[src/rtl/dac_spi_multi_if.sv]
// Host-side bundle of the multi-channel DAC SPI writer: request, status and DAC pins.
interface dac_spi_multi_if #(
    parameter int DATA_W = 16,
    parameter int NUM_CH = 4
);
    logic                     enable;
    logic                     start;
    logic [NUM_CH-1:0]        ch_mask;
    logic [NUM_CH*DATA_W-1:0] data_in;
    logic                     busy;
    logic                     done;
    logic [2:0]               ch_idx;
    logic                     cs;
    logic                     sck;
    logic                     sdi;
    logic                     ldac;

    modport master (
        output enable, start, ch_mask, data_in,
        input  busy, done, ch_idx, cs, sck, sdi, ldac
    );

    modport slave (
        input  enable, start, ch_mask, data_in,
        output busy, done, ch_idx, cs, sck, sdi, ldac
    );
endinterface

[src/rtl/dac_spi_multi.sv]
// Serialises the masked channel words to a DAC over SPI (mode 0, MSB first),
// with a cs-high gap after each frame and an ldac load strobe either after
// every frame or only after the last one. All outputs are registered.
module dac_spi_multi #(
    parameter int DATA_W    = 16,
    parameter int NUM_CH    = 4,
    parameter int SCK_DIV   = 2,
    parameter int T_LS      = 3,
    parameter int T_LD      = 6,
    parameter int LDAC_MODE = 0
) (
    input  logic            clk,
    input  logic            rst,
    dac_spi_multi_if.slave  bus
);
    localparam int TMR_M1  = (SCK_DIV > T_LS) ? SCK_DIV : T_LS;
    localparam int TMR_MAX = (TMR_M1 > T_LD) ? TMR_M1 : T_LD;
    localparam int TMR_W   = $clog2(TMR_MAX + 1);
    localparam int BIT_W   = $clog2(DATA_W);

    localparam logic [TMR_W-1:0] SCK_LAST = TMR_W'(SCK_DIV - 1);
    localparam logic [TMR_W-1:0] LS_LAST  = TMR_W'(T_LS - 1);
    // One cycle shorter variants: the final gap cycle is spent in NEXT.
    localparam logic [TMR_W-1:0] LS_PRE   = TMR_W'(T_LS - 2);
    localparam logic [TMR_W-1:0] LD_LAST  = TMR_W'(T_LD - 1);
    localparam logic [TMR_W-1:0] LD_PRE   = TMR_W'(T_LD - 2);
    localparam logic [BIT_W-1:0] BIT_LAST = BIT_W'(DATA_W - 1);

    typedef enum logic [2:0] {IDLE, SHIFT, CS_GAP, LDAC_LO, NEXT} state_t;

    state_t                   state_q, state_d;
    logic [TMR_W-1:0]         tmr_q, tmr_d;
    logic [BIT_W-1:0]         bit_q, bit_d;
    logic [NUM_CH-1:0]        mask_q, mask_d;
    logic [NUM_CH*DATA_W-1:0] data_q, data_d;
    logic [DATA_W-1:0]        shreg_q, shreg_d;
    logic [2:0]               ch_idx_q, ch_idx_d;
    logic                     cs_q, cs_d, sck_q, sck_d, sdi_q, sdi_d;
    logic                     ldac_q, ldac_d, busy_q, busy_d, done_q, done_d;

    logic                     load, more;
    logic [NUM_CH-1:0]        src_mask;
    logic [NUM_CH*DATA_W-1:0] src_data;
    logic [2:0]               nxt_ch;
    logic [DATA_W-1:0]        nxt_word;

    function automatic logic [2:0] first_set(input logic [NUM_CH-1:0] m);
        first_set = 3'd0;
        for (int i = NUM_CH - 1; i >= 0; i--)
            if (m[i]) first_set = 3'(i);
    endfunction

    function automatic logic [NUM_CH-1:0] clr_bit(input logic [NUM_CH-1:0] m, input logic [2:0] idx);
        clr_bit = m;
        for (int i = 0; i < NUM_CH; i++)
            if (idx == 3'(i)) clr_bit[i] = 1'b0;
    endfunction

    function automatic logic [DATA_W-1:0] word_of(input logic [NUM_CH*DATA_W-1:0] d, input logic [2:0] idx);
        word_of = '0;
        for (int i = 0; i < NUM_CH; i++)
            if (idx == 3'(i)) word_of = d[i*DATA_W +: DATA_W];
    endfunction

    // Next-state and next-output logic; mask_q holds the channels still to send.
    always_comb begin
        state_d  = state_q;
        tmr_d    = tmr_q;
        bit_d    = bit_q;
        mask_d   = mask_q;
        data_d   = data_q;
        shreg_d  = shreg_q;
        ch_idx_d = ch_idx_q;
        cs_d     = cs_q;
        sck_d    = sck_q;
        sdi_d    = sdi_q;
        ldac_d   = ldac_q;
        done_d   = 1'b0;
        load     = 1'b0;
        src_mask = mask_q;
        src_data = data_q;
        more     = |mask_q;
        nxt_ch   = 3'd0;
        nxt_word = '0;

        case (state_q)
            IDLE: begin
                if (bus.start) begin
                    mask_d = bus.ch_mask;
                    data_d = bus.data_in;
                    if (|bus.ch_mask) begin
                        load     = 1'b1;
                        src_mask = bus.ch_mask;
                        src_data = bus.data_in;
                    end else begin
                        done_d = 1'b1;
                    end
                end
            end
            SHIFT: begin
                if (tmr_q == SCK_LAST) begin
                    tmr_d = '0;
                    if (!sck_q) begin
                        sck_d = 1'b1;
                    end else begin
                        sck_d = 1'b0;
                        if (bit_q == BIT_LAST) begin
                            cs_d  = 1'b1;
                            sdi_d = 1'b0;
                            bit_d = '0;
                            if (LDAC_MODE == 1 && more && T_LS == 1) state_d = NEXT;
                            else                                     state_d = CS_GAP;
                        end else begin
                            bit_d   = bit_q + 1'b1;
                            shreg_d = {shreg_q[DATA_W-2:0], 1'b0};
                            sdi_d   = shreg_q[DATA_W-2];
                        end
                    end
                end else begin
                    tmr_d = tmr_q + 1'b1;
                end
            end
            CS_GAP: begin
                if (LDAC_MODE == 1 && more) begin
                    if (tmr_q == LS_PRE) begin
                        tmr_d   = '0;
                        state_d = NEXT;
                    end else begin
                        tmr_d = tmr_q + 1'b1;
                    end
                end else if (tmr_q == LS_LAST) begin
                    tmr_d   = '0;
                    ldac_d  = 1'b0;
                    state_d = (more && T_LD == 1) ? NEXT : LDAC_LO;
                end else begin
                    tmr_d = tmr_q + 1'b1;
                end
            end
            LDAC_LO: begin
                if (more) begin
                    // ldac stays low through NEXT, so cs falls as ldac rises.
                    if (tmr_q == LD_PRE) begin
                        tmr_d   = '0;
                        state_d = NEXT;
                    end else begin
                        tmr_d = tmr_q + 1'b1;
                    end
                end else if (tmr_q == LD_LAST) begin
                    tmr_d   = '0;
                    ldac_d  = 1'b1;
                    done_d  = 1'b1;
                    state_d = IDLE;
                end else begin
                    tmr_d = tmr_q + 1'b1;
                end
            end
            NEXT: begin
                load = 1'b1;
            end
            default: state_d = IDLE;
        endcase

        if (load) begin
            nxt_ch   = first_set(src_mask);
            nxt_word = word_of(src_data, nxt_ch);
            ch_idx_d = nxt_ch;
            mask_d   = clr_bit(src_mask, nxt_ch);
            shreg_d  = nxt_word;
            sdi_d    = nxt_word[DATA_W-1];
            cs_d     = 1'b0;
            sck_d    = 1'b0;
            ldac_d   = 1'b1;
            tmr_d    = '0;
            bit_d    = '0;
            state_d  = SHIFT;
        end

        // enable low wins over everything, including a start seen in IDLE.
        if (!bus.enable) begin
            state_d  = IDLE;
            tmr_d    = '0;
            bit_d    = '0;
            mask_d   = '0;
            data_d   = data_q;
            shreg_d  = shreg_q;
            ch_idx_d = ch_idx_q;
            cs_d     = 1'b1;
            sck_d    = 1'b0;
            sdi_d    = 1'b0;
            ldac_d   = 1'b1;
            done_d   = 1'b0;
        end

        busy_d = (state_d != IDLE);
    end

    // State, counters, latched request and registered DAC pins.
    always_ff @(posedge clk or posedge rst) begin
        if (rst) begin
            state_q  <= IDLE;
            tmr_q    <= '0;
            bit_q    <= '0;
            mask_q   <= '0;
            data_q   <= '0;
            shreg_q  <= '0;
            ch_idx_q <= 3'd0;
            cs_q     <= 1'b1;
            sck_q    <= 1'b0;
            sdi_q    <= 1'b0;
            ldac_q   <= 1'b1;
            busy_q   <= 1'b0;
            done_q   <= 1'b0;
        end else begin
            state_q  <= state_d;
            tmr_q    <= tmr_d;
            bit_q    <= bit_d;
            mask_q   <= mask_d;
            data_q   <= data_d;
            shreg_q  <= shreg_d;
            ch_idx_q <= ch_idx_d;
            cs_q     <= cs_d;
            sck_q    <= sck_d;
            sdi_q    <= sdi_d;
            ldac_q   <= ldac_d;
            busy_q   <= busy_d;
            done_q   <= done_d;
        end
    end

    assign bus.busy   = busy_q;
    assign bus.done   = done_q;
    assign bus.ch_idx = ch_idx_q;
    assign bus.cs     = cs_q;
    assign bus.sck    = sck_q;
    assign bus.sdi    = sdi_q;
    assign bus.ldac   = ldac_q;
endmodule

[src/flat_wrapper.sv]
// flat-port wrapper written by rule: the top's interface ports become plain ports
module dac_spi_multi_flat 
#(
    parameter int DATA_W    = 16,
    parameter int NUM_CH    = 4,
    parameter int SCK_DIV   = 2,
    parameter int T_LS      = 3,
    parameter int T_LD      = 6,
    parameter int LDAC_MODE = 0
)
  (clk, rst, bus_enable, bus_start, bus_ch_mask, bus_data_in, bus_busy, bus_done, bus_ch_idx, bus_cs, bus_sck, bus_sdi, bus_ldac);
  dac_spi_multi_if #(.DATA_W(DATA_W), .NUM_CH(NUM_CH)) bus_i ();
  input  logic clk;
  input  logic rst;
  input wire logic [$bits(bus_i.enable)-1:0] bus_enable;
  input wire logic [$bits(bus_i.start)-1:0] bus_start;
  input wire logic [$bits(bus_i.ch_mask)-1:0] bus_ch_mask;
  input wire logic [$bits(bus_i.data_in)-1:0] bus_data_in;
  output wire logic [$bits(bus_i.busy)-1:0] bus_busy;
  output wire logic [$bits(bus_i.done)-1:0] bus_done;
  output wire logic [$bits(bus_i.ch_idx)-1:0] bus_ch_idx;
  output wire logic [$bits(bus_i.cs)-1:0] bus_cs;
  output wire logic [$bits(bus_i.sck)-1:0] bus_sck;
  output wire logic [$bits(bus_i.sdi)-1:0] bus_sdi;
  output wire logic [$bits(bus_i.ldac)-1:0] bus_ldac;
  assign bus_i.enable = bus_enable;
  assign bus_i.start = bus_start;
  assign bus_i.ch_mask = bus_ch_mask;
  assign bus_i.data_in = bus_data_in;
  assign bus_busy = bus_i.busy;
  assign bus_done = bus_i.done;
  assign bus_ch_idx = bus_i.ch_idx;
  assign bus_cs = bus_i.cs;
  assign bus_sck = bus_i.sck;
  assign bus_sdi = bus_i.sdi;
  assign bus_ldac = bus_i.ldac;
  dac_spi_multi #(.DATA_W(DATA_W), .NUM_CH(NUM_CH), .SCK_DIV(SCK_DIV), .T_LS(T_LS), .T_LD(T_LD), .LDAC_MODE(LDAC_MODE)) u_core (.clk(clk), .rst(rst), .bus(bus_i));
endmodule
[config.mk]
export PLATFORM = sky130hd
export DESIGN_NAME = dac_spi_multi_flat
export DESIGN_NICKNAME = d
export VERILOG_FILES = /design/src/rtl/dac_spi_multi_if.sv /design/src/rtl/dac_spi_multi.sv /design/src/flat_wrapper.sv
export SDC_FILE = /design/constraint.sdc
export NUM_CORES = 1
export LEC_CHECK = 0
export CAP_MARGIN = 20
export CORE_UTILIZATION = 55
export DETAILED_ROUTE_END_ITERATION = 10
export GPL_TIMING_DRIVEN = 1
export PLACE_DENSITY = 0.86
export SYNTH_ARGS = -nofsm -noshare
export SYNTH_HDL_FRONTEND = slang
export SYNTH_SLANG_ARGS = --single-unit
[constraint.sdc]
create_clock -name clk -period 5.4 [get_ports clk]
set_input_delay 0.81 -clock clk [delete_from_list [all_inputs] [get_ports clk]]
set_output_delay 0.81 -clock clk [all_outputs]
set_load 0.05 [all_outputs]
==> key figures <==
Finish
  – Commonest non-fill, non-tap cell in the layout: dfrtp_1
  – # fillers: 725
  – Post-route cell area: 6530 um^2
  – Nets@finish: 634
  – Final Non-Filler Cells: 695
  – Register area: 2530 um^2
  – Area growth, synth to finish: 18.0%
  – Area occupied by multi-input gates: 2780 um^2
  – Most frequent cells in the layout: 99 x dfrtp_1, 79 x clkdlybuf4s50_1, 68 x mux2_2
  – Layout cells sized above 1: 0.224
  – # diodes: 0

Detailed routing
  – Drt first pass iters: 5
  – Antenna-violating nets left: 0
  – Post-Route WL: 13.5 mm
  – DR vias: 4485
  – Drt wl/cell: 19.4 um
  – DR vias/cell: 6.45
  – First-iteration detailed-routing DRC count: 409
  – # DRC: 0

Die
  – Chip height: 102 um
  – Starting Density: 0.566
  – # IOs: 81
  – Die W: 102 um
  – CORE AREA: 9770 um^2
  – Row Count: 36
  – Die area: 10500 um^2

Synthesis
  – Synth warn: 0
  – Cells after Synth: 496
  – Number of synthesized flops with an enable pin: 0
  – Distinct cells, synth: 64
  – Fraction of registers with async set/reset: 1.00
  – Mapped Avg Cell Area: 11.2 um^2
  – Post-Syn Nets: 573
  – Register area share after synthesis: 0.457
  – FF+latch count, synth: 101
  – Post-synth top flop: dfrtp_1
  – Syn Std Cell Area: 5540 um^2

Global route
  – First-pass GRT wire length: 21.4 mm
  – Via count of the first global-routing pass: 4398
  – Initial antenna violation count: 0
  – Global Route Usage Sum: 0.271
  – Largest net degree at the start of global routing: 74
  – GRT overflow: 0

Worst setup path
  – WP data arrival: 3.54 ns
  – Cell family contributing the most delay on the critical path: simple AND/OR/NAND/NOR gates
  – Crit Path Category: primary input to flop
  – Critical Path RT: 5.68 ns
  – Crit end category: flop
  – Worst-path cell chain: clkdlybuf4s50_1, or4_1, nand2_2, mux4_2, a31o_2
  – Worst Setup Start Kind: primary input
  – CP max-delay cell: clkdlybuf4s50_1
  – Crit path buf inv count: 1
  – Critical-path maximum fanout: 24
  – Delay of the slowest critical-path stage: 0.67 ns

Pwr
  – Clock Power Share: 0.244
  – Switch share: 0.311
  – Worst vdd ir: 0.176 mV
  – Static Leak: 0.00266 uW
  – P_int: 1350 uW
  – Cell Pwr Density: 299 nW/um^2
  – Sequential fraction of design power: 0.501
  – Comb pwr share: 0.255
  – P_sw: 606 uW

STA
  – Fin. Hold Viols: 0
  – Final Cycle Share: 0.605
  – Slew margin rel.: 0.386
  – FMAX: 0.306 GHz
  – Clock skew: 0.00989 ns
  – Worst-Margin Slew: 0.918 ns
  – Post-route setup TNS: 0 ns
  – Slew Viols, Final: 0
  – Setup-failing EPs final: 0
  – Final min period: 3.26 ns
  – RSZ-0062 raised after global routing: false

Clocking
  – PostCTS Resize Cnt: 0
  – CTS tree: yes
  – H-tree depth: 3
  – Inserted Clock Buffers: 9
  – Setup bufs post-CTS: 0
  – Clk_lat worst skew: 0.38 ns
  – Clk slew on worst S/H paths: 0.11 ns
  – Root Buffer: clkbuf_8
  – CTS Hold Bufs: 0
  – Clock buffer depth: 2
  – CTS sink count: 101

Placed design
  – DP Wirelength: 9.40 mm
  – Placer's final routability congestion estimate: 0.889
  – # placed instances: 679
  – IO buf count: 79
  – Cell area after placement: 6340 um^2

Outcome
  – Outcome: complete, no violations

Hold path
  – Worst hold-check path type: flop to flop

Job
  – Max Cap Viol: 0
==> cells by family (layout without fill, tap and decap cells) <==
family,count (synthesis),in the layout,share of synthesized area
muxes,90,90,0.198
and+or+nand+nor,117,117,0.113
other,1,1,0.000677
AOI/OAI and AO/OA,135,135,0.175
adders and majority gates,5,5,0.0113
xor gates and xnor gates,2,2,0.00316
DFF,101,101,0.457
buffers and inverters,45,111,0.0416
==> state kept, by name, indices dropped and copies added, names as in the netlist <==
signal	cells
u_core.bus.busy	1
u_core.bus.ldac	1
u_core.bus.sdi	1
u_core.mask_q	4
u_core.bus.ch_idx	2
u_core.bus.cs	1
u_core.bus.sck	1
u_core.bus.done	1
u_core.state_q	3
u_core.bit_q	4
u_core.shreg_q	15
u_core.data_q	64
u_core.tmr_q	3
==> final timing paths <==
check	from	to	slack, ns	depth (start not counted)
hold reg to reg	u_core.bus.ch_idx[0]	u_core.bus.ch_idx[0]	0.50	2
setup reg to reg	u_core.state_q[2]	u_core.shreg_q[6]	2.50	6
setup / recovery	bus_ch_mask[2]	u_core.shreg_q[10]	2.14	5
min in group asynchronous	rst	u_core.state_q[1]	0.96	2
hold / removal	u_core.bus.ch_idx[0]	u_core.bus.ch_idx[0]	0.50	2
max in group asynchronous	rst	u_core.data_q[51]	3.52	3
==> power by group through the flow <==
stage | Clock (uW) | Sequential [uW] | Combinational (uW)
finish | 477 | 978 | 497
global route | 513 | 989 | 537
CTS | 481 | 973 | 496
detailed placement | 0 | 988 | 494
global placement | 0 | 981 | 476
floorplan | 0 | 981 | 346
==> area by class of cell <==
| cell class | instances | share of cell area |
|---|---|---|
| inverters | 12 | 0.00728 |
| clock buffers | 10 | 0.0211 |
| multi-input cells | 350 | 0.425 |
| flip-flops and latches | 101 | 0.387 |
| clock inverters | 6 | 0.00785 |
| well taps | 133 | 0.0255 |
| repair buffers | 83 | 0.126 |
==> cell usage after synthesis, drive strengths merged (9+ instances only) <==
cell type  count  area share
nor2          30       0.020
o21ai         24       0.022
and3          14       0.016
nand2         31       0.023
mux2          68        0.14
mux2i         13       0.024
clkbuf        13      0.0088
a31o           9       0.014
dfrtp         99        0.45
inv           12      0.0081
buf           20       0.025
a22o          13       0.021
a21oi         30       0.028
a31oi         10       0.011
a221oi        13       0.021
mux4           9       0.037
nor3          10       0.011
==> per-layer routing <==
metal / wire, um / track usage / vias to the layer above
met5: 0 / 0 / -
met4: 490 / 0.126 / 0
met3: 832 / 0.0561 / 43
met2: 6650 / 0.439 / 203
met1: 5500 / 0.352 / 2241
li1: - / - / 1998
==> metrics by stage <==
stage	utilization	power (uW)	hold slack, ns	setup slack [ns]
6_report	0.668	1950	0.503	2.14
5_1_grt	0.668	2040	0.522	2.04
4_1_cts	0.668	1950	0.492	2.17
3_5_place_dp	0.649	1480	0.468	1.78
3_3_place_gp	0.649	1460	0.466	1.86
2_1_floorplan	-	1330	0.448	1.95
==> worst min-delay path: stages, from the launching register on <==
cell and delay [ns]:
dfrtp_1 0.36, nand2_1 0.05, o21ai_0 0.06
(Power assumes the default switching activity.)
